--- config.mk ---
export PLATFORM = sky130hd
export DESIGN_NAME = imm_encoder
export DESIGN_NICKNAME = d
export VERILOG_FILES = /design/src/rtl/imm_encoder_pkg.sv /design/src/rtl/imm_pack.sv /design/src/rtl/imm_encoder.sv
export SDC_FILE = /design/constraint.sdc
export NUM_CORES = 1
export LEC_CHECK = 0
export ABC_AREA = 1
export CAP_MARGIN = 20
export CORE_ASPECT_RATIO = 1.4
export CORE_MARGIN = 2
export CORE_UTILIZATION = 35
export DETAILED_ROUTE_END_ITERATION = 12
export PLACE_DENSITY = 0.66
export SLEW_MARGIN = 20
export SYNTH_ARGS = -nofsm -noshare
export SYNTH_HDL_FRONTEND = slang
export SYNTH_HIERARCHICAL = 1
export SYNTH_SLANG_ARGS = --single-unit
--- constraint.sdc ---
create_clock -name clk -period 3 [get_ports clk]
set_input_delay 0.75 -clock clk [delete_from_list [all_inputs] [get_ports clk]]
set_output_delay 0.75 -clock clk [all_outputs]
set_load 0.02 [all_outputs]
--- src/rtl/imm_encoder_pkg.sv ---
// imm_encoder_pkg: shared immediate-type encodings, error codes and per-type immediate masks
// No ports; imported by imm_pack and imm_encoder.
package imm_encoder_pkg;
  localparam logic [2:0] IMM_I = 3'b000;
  localparam logic [2:0] IMM_S = 3'b001;
  localparam logic [2:0] IMM_B = 3'b010;
  localparam logic [2:0] IMM_J = 3'b011;
  localparam logic [2:0] IMM_U = 3'b100;
  localparam logic [1:0] ERR_OK      = 2'b00;
  localparam logic [1:0] ERR_RANGE   = 2'b01;
  localparam logic [1:0] ERR_ALIGN   = 2'b10;
  localparam logic [1:0] ERR_ILLEGAL = 2'b11;
  localparam logic [31:0] MASK_I = 32'hFFF0_0000;
  localparam logic [31:0] MASK_S = 32'hFE00_0F80;
  localparam logic [31:0] MASK_B = 32'hFE00_0F80;
  localparam logic [31:0] MASK_J = 32'hFFFF_F000;
  localparam logic [31:0] MASK_U = 32'hFFFF_F000;
  // Illegal types own no immediate bits, so the base instruction passes through untouched.
  function automatic logic [31:0] imm_mask(input logic [2:0] immsrc);
    return immsrc == IMM_I ? MASK_I :
           immsrc == IMM_S ? MASK_S :
           immsrc == IMM_B ? MASK_B :
           immsrc == IMM_J ? MASK_J :
           immsrc == IMM_U ? MASK_U : 32'h0;
  endfunction
endpackage

--- src/rtl/imm_pack.sv ---
// imm_pack: combinational packing of an immediate into a base instruction plus range/alignment check
// Ports: i_immsrc (type), i_imm (value), i_base_instr (non-immediate fields) -> o_instr, o_err.
module imm_pack
  import imm_encoder_pkg::*;
(
  input  logic [2:0]  i_immsrc,
  input  logic [31:0] i_imm,
  input  logic [31:0] i_base_instr,
  output logic [31:0] o_instr,
  output logic [1:0]  o_err
);
  logic [31:0] w_field;
  logic [31:0] w_mask;
  logic        w_illegal;
  logic        w_align;
  logic        w_range;
  assign w_field = i_immsrc == IMM_I ? {i_imm[11:0], 20'h0} :
                   i_immsrc == IMM_S ? {i_imm[11:5], 13'h0, i_imm[4:0], 7'h0} :
                   i_immsrc == IMM_B ? {i_imm[12], i_imm[10:5], 13'h0, i_imm[4:1], i_imm[11], 7'h0} :
                   i_immsrc == IMM_J ? {i_imm[20], i_imm[10:1], i_imm[11], i_imm[19:12], 12'h0} :
                   i_immsrc == IMM_U ? {i_imm[31:12], 12'h0} : 32'h0;
  assign w_mask    = imm_mask(i_immsrc);
  assign w_illegal = i_immsrc > IMM_U;
  assign w_align   = (i_immsrc == IMM_B || i_immsrc == IMM_J) && i_imm[0];
  // Sign-extension check: every bit above the encodable field must match its top bit.
  assign w_range   = (i_immsrc == IMM_I || i_immsrc == IMM_S) ? !(&i_imm[31:11] || ~|i_imm[31:11]) :
                     i_immsrc == IMM_B ? !(&i_imm[31:12] || ~|i_imm[31:12]) :
                     i_immsrc == IMM_J ? !(&i_imm[31:20] || ~|i_imm[31:20]) :
                     i_immsrc == IMM_U ? |i_imm[11:0] : 1'b0;
  assign o_err     = w_illegal ? ERR_ILLEGAL : w_align ? ERR_ALIGN : w_range ? ERR_RANGE : ERR_OK;
  // Errored results keep the base fields but zero the immediate positions.
  assign o_instr   = (i_base_instr & ~w_mask) | (o_err == ERR_OK ? w_field : 32'h0);
endmodule

--- src/rtl/imm_encoder.sv ---
// imm_encoder: two-stage valid/ready pipeline around imm_pack with a saturating error counter
// Ports: clk, reset (async, active-high); in_valid/in_ready with immsrc, imm, base_instr;
//        out_valid/out_ready with out_instr, out_err; err_count counts errored output transfers.
module imm_encoder
  import imm_encoder_pkg::*;
#(
  parameter int CNT_W = 8
) (
  input  logic             clk,
  input  logic             reset,
  input  logic             in_valid,
  output logic             in_ready,
  input  logic [2:0]       immsrc,
  input  logic [31:0]      imm,
  input  logic [31:0]      base_instr,
  output logic             out_valid,
  input  logic             out_ready,
  output logic [31:0]      out_instr,
  output logic [1:0]       out_err,
  output logic [CNT_W-1:0] err_count
);
  logic        r_s1_valid;
  logic [31:0] r_s1_instr;
  logic [1:0]  r_s1_err;
  logic [31:0] w_instr;
  logic [1:0]  w_err;
  logic        w_s2_load;
  logic        w_s1_adv;
  imm_pack u_pack (
    .i_immsrc    (immsrc),
    .i_imm       (imm),
    .i_base_instr(base_instr),
    .o_instr     (w_instr),
    .o_err       (w_err)
  );
  assign w_s2_load = !out_valid || out_ready;
  assign w_s1_adv  = r_s1_valid && w_s2_load;
  assign in_ready  = !r_s1_valid || w_s1_adv;
  always_ff @(posedge clk or posedge reset) begin
    if (reset) begin
      r_s1_valid <= 1'b0;
      r_s1_instr <= 32'h0;
      r_s1_err   <= ERR_OK;
      out_valid  <= 1'b0;
      out_instr  <= 32'h0;
      out_err    <= ERR_OK;
      err_count  <= '0;
    end else begin
      if (in_ready) begin
        r_s1_valid <= in_valid;
        r_s1_instr <= w_instr;
        r_s1_err   <= w_err;
      end
      if (w_s2_load) out_valid <= r_s1_valid;
      if (w_s1_adv) begin
        out_instr <= r_s1_instr;
        out_err   <= r_s1_err;
      end
      if (out_valid && out_ready && out_err != ERR_OK && !(&err_count)) err_count <= err_count + 1'b1;
    end
  end
endmodule

==> results of run 1 <==
[synthesized netlist by cell type (4+ instances only)]
cell	number
buf_6	5
inv_1	61
nand2_1	217
buf_4	10
o21ai_0	32
nand3_1	49
nand4_1	4
dfrtp_1	78
o21ai_1	20
nor2_2	6
nor2_1	49
inv_2	4
clkbuf_1	4
buf_2	8
a21oi_1	4
[final cells by class]
type / count / area share, %
Sequential cell: 78 / 34.4
Clock buffer: 11 / 4.10
Multi-Input combinational cell: 402 / 31.3
Timing Repair Buffer: 124 / 21.6
Tap cell: 147 / 3.24
Clock inverter: 5 / 1.06
Inverter: 65 / 4.32
[metal layers]
metal  GRT usage [%]  vias up  part of all wire (%)
li1                -     1996                     -
met1            20.2     1751                    42
met2            30.6      107                    51
met3            2.51       20                   4.5
met4            7.22        0                   2.6
met5               0        -                     0
[worst max-delay path, cell delays in order]
cell and delay (ns):
clkdlybuf4s50_1 0.48, inv_1 0.06, nand2_2 0.08, nor2_4 0.04, inv_2 0.06, clkdlybuf4s50_1 0.60
[state kept, by name, indices dropped and copies added (netlist names)]
| name | cells |
|---|---|
| r_s1_err | 2 |
| r_s1_valid | 1 |
| out_instr | 32 |
| out_err | 2 |
| err_count | 8 |
| r_s1_instr | 32 |
| out_valid | 1 |
[per-stage QoR]
stage	util [%]	hold slack (ns)	cell area, µm²	instances
6_report	48.5	0.471	5680	832
5_1_grt	48.5	0.495	5680	832
4_1_cts	48.5	0.478	5680	832
3_5_place_dp	46.0	0.462	5390	816
3_3_place_gp	46.0	0.456	5390	816
2_1_floorplan	-	0.450	4160	572
[path summary, 6_finish.rpt]
kind | start | to | slack, ns
worst min register to register | out_instr[2]$_DFFE_PP0P_ | out_instr[2]$_DFFE_PP0P_ | 0.47
worst max register to register | r_s1_valid$_DFFE_PP0P_ | r_s1_instr[14]$_DFFE_PP0P_ | 1.44
worst max-delay path | out_ready | in_ready | 0.17
worst min-delay path | out_instr[2]$_DFFE_PP0P_ | out_instr[2]$_DFFE_PP0P_ | 0.47
min in group asynchronous | reset | out_instr[3]$_DFFE_PP0P_ | 0.81
max in group asynchronous | reset | out_instr[29]$_DFFE_PP0P_ | 1.84
[power by group through the flow]
| stage | clock network [µW] | registers, µW | logic (µW) |
|---|---|---|---|
| after floorplan | 0 | 1480 | 381 |
| after global placement | 0 | 1350 | 943 |
| after detailed placement | 0 | 1360 | 956 |
| after CTS | 1090 | 1340 | 959 |
| after global routing | 1120 | 1360 | 1040 |
| final | 1060 | 1340 | 946 |
[cell families after synthesis]
| kind of cell | Yosys count | share of synthesized area (%) |
|---|---|---|
| AND/OR/NAND/NOR | 336 | 33.7 |
| buffers and inverters | 92 | 10.3 |
| flip-flops | 78 | 46.9 |
| AO/OA/AOI/OAI | 62 | 8.12 |
| XOR/XNOR | 3 | 0.632 |
| adder cells (fa/ha/maj) | 1 | 0.301 |
==> flow_summary.toml, run 1 <==
[outcome]
status = "completed"

[sta]
hold_viol_final = 0
final_max_slew_viol_count = 0
period_needed_ns = 2.83
fin_worst_skew_ns = 0.00744
post-route-period-util_pct = 94.2
max_slew.worst_pin.slew_ns = 0.514
worst_slack_ns = 0.174
fin_tns_setup_ns = 0
finalSetupViolCount = 0
fmax_mhz = 354
rsz0062_at_grt = "false"
max-slew-margin-rel_pct = 65.7

[power]
pwr_density_cell_nw_per_um2 = 589
p_sw_share_pct = 31.2
p_seq_share_pct = 40.1
comb_power_share_pct = 28.3
p_total_uw = 3340
p_leak_uw = 0.00282
p_sw_uw = 1040
ir_drop_v = 0.000239
p_clk_share_pct = 31.7
p_int_uw = 2300

[floorplan]
die_width_um = 96.1
rows = 47
initial_core_util_pct = 35.5
dieHeight_um = 133
core_area_um2 = 11700
dieArea_um2 = 12800
ioPinCount = 115

[synth]
synth.avg_cell_area_um2 = 7.27
synth_largest_area_cell = "dfrtp_1"
synth_area_um2 = 4160
netlist_instances = 572
synth_ff_type = "dfrtp_1"
synth_area_leaders = "dfrtp_1 (47%), nand2_1 (20%), nand3_1 (5.9%)"
synth_edf_count = 0
synth_top_area_share_pct = 46.9
ys_seq_area_share_pct = 46.9
ys_warn_count = 6
synth.ff_latch_count = 78
synth.distinct_cells = 28
synth_nets = 644
async_flop_share_pct = 100

[global_route]
antenna_found_initial = 0
grt_start_max_net_pins = 79
grt_pass1_wl_mm = 17.4
grt.overflow.total = 0
gr-usage-all-layers_pct = 17.2
grt_pass1_vias = 3862

[finish]
drive_gt1_share_pct = 7.15
seqCellArea_um2 = 1950
layout_commonest_cell = "nand2_1"
final_nets = 752
n_antenna_cell = 0
areaGrowthSynthToFinish_pct = 36.6
multi_input_area_um2 = 1780
num-fill-cells = 1161
layout_common_cells = "nand2_1 (217), clkdlybuf4s50_1 (114), dfrtp_1 (78)"

[clock_tree]
clock_latency_ns = 0.33
cts_sinks = 78
cts_hold_buf = 0
cts_resized = 0
root_buffer = "clkbuf_16"
ctsLongestPathBuffers = 2
path_clk_slew_ns = 0.06
cts_inserted_buffers = 9
htree_levels = 3
cts_tree = "built"
postCtsSetupRepairBufs = 0

[routing]
vias_per_cell = 4.66
drc = 0
drt-pass1-iter-count = 4
drt_iter0_drc = 205
drt_wl_total_mm = 10.5
ant_nets = 0
vias = 3874
post_drt_wl_per_cell_um = 12.6

[place]
numPortBuffers = 114
gp_congestion = 0.897
hpwlAfterDp_mm = 8.18
pre_cts_ws_ns = 0.167

[min_path]
hold_class = "flip-flop to flip-flop"
hold_depth = 2

[setup_path]
cp-start-kind = "primary input"
arrival_ns = 2.08
worstSetupEndpointType = "output pin"
crit_required_ns = 2.25
ff2ff_path_depth = 6
path_class = "primary input to output pin"
cp_max_fo = 2

[flow_run]
max_cap_violations = 0
No activity file was read; power rests on OpenSTA's default activity.
==> run 2, diff against run 1 <==
CORE_MARGIN = 5   (was 2)
SLEW_MARGIN = not set   (was 20)
==> flow_summary.toml, run 2 (synthesis results as in run 1) <==
[finish]
areaGrowthSynthToFinish_pct = 37.7
seqCellArea_um2 = 1950
layout_common_cells = "nand2_1 (217), clkdlybuf4s50_1 (114), dfrtp_1 (78)"
largestRegisters = "out_instr x32, r_s1_instr x32, err_count x8"
final_nets = 751
layout_commonest_cell = "nand2_1"
multi_input_area_um2 = 1780
utilization_pct = 48.7
design_area_um2 = 5730
num-fill-cells = 1193
n_antenna_cell = 0
drive_gt1_share_pct = 7.31

[power]
pwr_density_cell_nw_per_um2 = 615
p_int_uw = 2490
p_sw_share_pct = 29.3
p_sw_uw = 1030
p_leak_uw = 0.00285
comb_power_share_pct = 26.8
ir_drop_v = 0.000258
p_seq_share_pct = 38.1
p_clk_share_pct = 35.2

[sta]
fmax_mhz = 355
period_needed_ns = 2.81
post-route-period-util_pct = 93.8
max_slew.worst_pin.slew_ns = 0.603
hold_ws_ns = 0.468
hold_viol_final = 0
fin_tns_setup_ns = 0
rsz0062_at_grt = "false"
final_max_slew_viol_count = 0
fin_worst_skew_ns = 0.00561
finalSetupViolCount = 0
max-slew-margin-rel_pct = 59.8

[clock_tree]
clock_latency_ns = 0.32
cts_hold_buf = 0
cts_tree = "built"
postCtsSetupRepairBufs = 0
ctsLongestPathBuffers = 2
root_buffer = "clkbuf_16"
cts_sinks = 78
path_clk_slew_ns = 0.06
cts_resized = 0
cts_inserted_buffers = 9
htree_levels = 3

[global_route]
antenna_found_initial = 0
gr-usage-all-layers_pct = 15.4
grt_pass1_vias = 3784
grt_pass1_wl_mm = 17.7
grt_start_max_net_pins = 56
grt.overflow.total = 0

[floorplan]
core_area_um2 = 11800
dieHeight_um = 139
initial_core_util_pct = 35.4
ioPinCount = 115
die_width_um = 102
rows = 47
dieArea_um2 = 14200

[setup_path]
crit_end = "in_ready"
ff2ff_path_depth = 6
worstSetupEndpointType = "output pin"
crit_start = "out_ready"
r2r_slack_ns = 1.44
crit_required_ns = 2.25
cp-start-kind = "primary input"
arrival_ns = 2.06
cp_max_fo = 2
timing.rr.end = "r_s1_instr[17]$_DFFE_PP0P_"
path_class = "primary input to output pin"
r2r-start = "r_s1_valid$_DFFE_PP0P_"

[routing]
vias_per_cell = 4.58
drc = 0
vias = 3809
drt-pass1-iter-count = 5
drt_wl_total_mm = 10.5
post_drt_wl_per_cell_um = 12.7
drt_iter0_drc = 159
ant_nets = 0

[min_path]
hold_class = "flip-flop to flip-flop"

[place]
numPortBuffers = 114
gp_congestion = 0.895
hpwlAfterDp_mm = 8.47
dpl_cell_area_um2 = 5380

[flow_run]
max_cap_violations = 0

[outcome]
status = "completed"
## run 2: cell types whose count changed in the layout (fill, tap and decap cells not counted)
cell        before  now
buf_4            9    8
clkinv_4         2    1
clkinv_2         2    3
clkinvlp_4       1    0
clkbuf_8         0    1
bufinv_16        1    3
clkbuf_1         2    0
## run 2: area by class of cell
| cell class | instances | area share, % |
|---|---|---|
| sequential | 78 | 34.1 |
| multi-input combinational | 402 | 31.0 |
| timing repair buffer | 123 | 21.3 |
| inverter | 65 | 4.28 |
| clock buffer | 10 | 4.17 |
| tap | 147 | 3.21 |
| clock inverter | 6 | 1.90 |
## run 2: routing by layer
metal | vias up | wire length, µm | GRT usage (%)
li1 | 1986 | - | -
met1 | 1706 | 4410 | 18.6
met2 | 105 | 5440 | 26.8
met3 | 12 | 459 | 2.77
met4 | 0 | 207 | 5.60
met5 | - | 0 | 0
## run 2: through the flow
step	total power [µW]	worst slack, ns	std cells
2_1_floorplan	1870	0.255	572
3_3_place_gp	2290	0.158	815
3_5_place_dp	2320	0.168	815
4_1_cts	3570	0.163	831
5_1_grt	3720	0.141	831
6_report	3520	0.186	831
## run 2: worst min path at each step
stage	start	endpoint	slack, ns	cells after the start
6_report	out_instr[2]$_DFFE_PP0P_	out_instr[2]$_DFFE_PP0P_	0.47	2
4_1_cts	out_instr[2]$_DFFE_PP0P_	out_instr[2]$_DFFE_PP0P_	0.48	2
3_5_place_dp	out_instr[2]$_DFFE_PP0P_	out_instr[2]$_DFFE_PP0P_	0.46	2
3_3_place_gp	out_instr[2]$_DFFE_PP0P_	out_instr[2]$_DFFE_PP0P_	0.46	2
2_1_floorplan	r_s1_instr[0]$_DFFE_PP0P_	r_s1_instr[0]$_DFFE_PP0P_	0.45	2
5_1_grt	out_instr[2]$_DFFE_PP0P_	out_instr[2]$_DFFE_PP0P_	0.50	2
## run 2: power groups by stage
| stage | logic, µW | clock network, µW | registers [µW] |
|---|---|---|---|
| after floorplan | 381 | 0 | 1480 |
| after global placement | 942 | 0 | 1350 |
| after detailed placement | 955 | 0 | 1360 |
| after CTS | 958 | 1260 | 1340 |
| after global routing | 1040 | 1310 | 1370 |
| final | 943 | 1240 | 1340 |
## run 2: worst max-delay path, stage by stage
cell,delay [ns]
clkdlybuf4s50_1,0.48
inv_1,0.05
nand2_2,0.08
nor2_4,0.04
inv_2,0.06
clkdlybuf4s50_1,0.60
==> run 3, diff against run 2 <==
CORE_UTILIZATION = 30   (was 35)
PLACE_DENSITY = 0.57   (was 0.66)
==> flow_summary.toml, run 3 (synthesis results as in run 1) <==
[power]
p_clk_share_pct = 33.1
comb_power_share_pct = 27.7
pwr_density_cell_nw_per_um2 = 595
ir_drop_v = 0.000294
p_total_uw = 3420
p_int_uw = 2380
p_sw_uw = 1040
p_sw_share_pct = 30.3
p_leak_uw = 0.00283
p_seq_share_pct = 39.2

[clock_tree]
cts_hold_buf = 0
cts_inserted_buffers = 9
cts_resized = 0
ctsLongestPathBuffers = 2
clock_latency_ns = 0.33
root_buffer = "clkbuf_16"
htree_levels = 3
cts_sinks = 78
path_clk_slew_ns = 0.06
cts_tree = "built"
postCtsSetupRepairBufs = 0

[global_route]
grt_start_max_net_pins = 56
antenna_found_initial = 0
grt_pass1_vias = 3875
gr-usage-all-layers_pct = 14.0
grt_pass1_wl_mm = 18.3
grt.overflow.total = 0

[place]
numPortBuffers = 114
dpl_cell_area_um2 = 5430
gp_congestion = 0.848
pre_cts_ws_ns = 0.181
hpwlAfterDp_mm = 8.80

[finish]
layout_common_cells = "nand2_1 (217), clkdlybuf4s50_1 (114), dfrtp_1 (78)"
drive_gt1_share_pct = 7.30
n_antenna_cell = 0
final_nets = 752
design_area_um2 = 5750
areaGrowthSynthToFinish_pct = 38.2
largestRegisters = "out_instr x32, r_s1_instr x32, err_count x8"
layout_commonest_cell = "nand2_1"

[sta]
fin_worst_skew_ns = 0.00445
worst_slack_ns = 0.179
hold_ws_ns = 0.471
hold_viol_final = 0
finalSetupViolCount = 0
period_needed_ns = 2.82
max-slew-margin-rel_pct = 67.4
final_max_slew_viol_count = 0
fin_tns_setup_ns = 0
rsz0062_at_grt = "false"
post-route-period-util_pct = 94.0
fmax_mhz = 354
max_slew.worst_pin.slew_ns = 0.488

[routing]
drc = 0
drt-pass1-iter-count = 4
ant_nets = 0
vias_per_cell = 4.36
post_drt_wl_per_cell_um = 12.6
drt_wl_total_mm = 10.9
vias = 3796
drt_iter0_drc = 138

[floorplan]
rows = 51
dieArea_um2 = 16400
dieHeight_um = 149
core_area_um2 = 13800
die_width_um = 110
ioPinCount = 115
initial_core_util_pct = 30.2

[setup_path]
worstSetupEndpointType = "output pin"
arrival_ns = 2.07
cp_max_fo = 2
r2r_slack_ns = 1.46
r2r-start = "r_s1_valid$_DFFE_PP0P_"
path_class = "primary input to output pin"
timing.rr.end = "r_s1_instr[9]$_DFFE_PP0P_"
cp-start-kind = "primary input"
ff2ff_path_depth = 6
crit_required_ns = 2.25

[min_path]
holdPathEnd = "out_instr[3]$_DFFE_PP0P_"
hp-start = "out_instr[3]$_DFFE_PP0P_"
hold_depth = 2
hold_class = "flip-flop to flip-flop"

[outcome]
status = "completed"

[flow_run]
max_cap_violations = 0
[run 3: layout make-up]
class	count	area, µm²
Fill cell	1496	8030
Sequential cell	78	1950
Multi-Input combinational cell	402	1780
Timing Repair Buffer	124	1230
Inverter	65	245
Tap cell	185	231
Clock buffer	10	229
Clock inverter	6	86.3
[run 3: power by group through the flow]
stage | logic, µW | clock network [µW] | registers [µW]
final | 947 | 1130 | 1340
after floorplan | 381 | 0 | 1480
after global routing | 1050 | 1190 | 1370
after CTS | 965 | 1160 | 1340
after global placement | 950 | 0 | 1350
after detailed placement | 962 | 0 | 1360
[run 3: worst max path at each step]
stage | from | endpoint | slack (ns) | depth (start not counted)
after floorplan | reset | err_count[0]$_DFFE_PP0P_ | 0.25 | 1
after global placement | out_ready | in_ready | 0.15 | 6
after detailed placement | out_ready | in_ready | 0.18 | 6
after CTS | out_ready | in_ready | 0.17 | 6
after global routing | out_ready | in_ready | 0.13 | 6
final | out_ready | in_ready | 0.18 | 6
[run 3: worst max-delay path: stages]
cell	delay [ns]
clkdlybuf4s50_1	0.47
inv_1	0.05
nand2_2	0.08
nor2_4	0.04
inv_2	0.07
clkdlybuf4s50_1	0.60
[run 3: through the flow]
step	util (%)	instances
2_1_floorplan	-	572
3_3_place_gp	39.4	854
3_5_place_dp	39.4	854
4_1_cts	41.7	870
5_1_grt	41.7	870
6_report	41.7	870
[run 3: routing by layer]
layer / part of all wire (%) / track usage, %
met5: 0 / 0
met4: 2.1 / 5.61
met3: 5.0 / 2.77
met2: 51 / 24.0
met1: 42 / 16.9
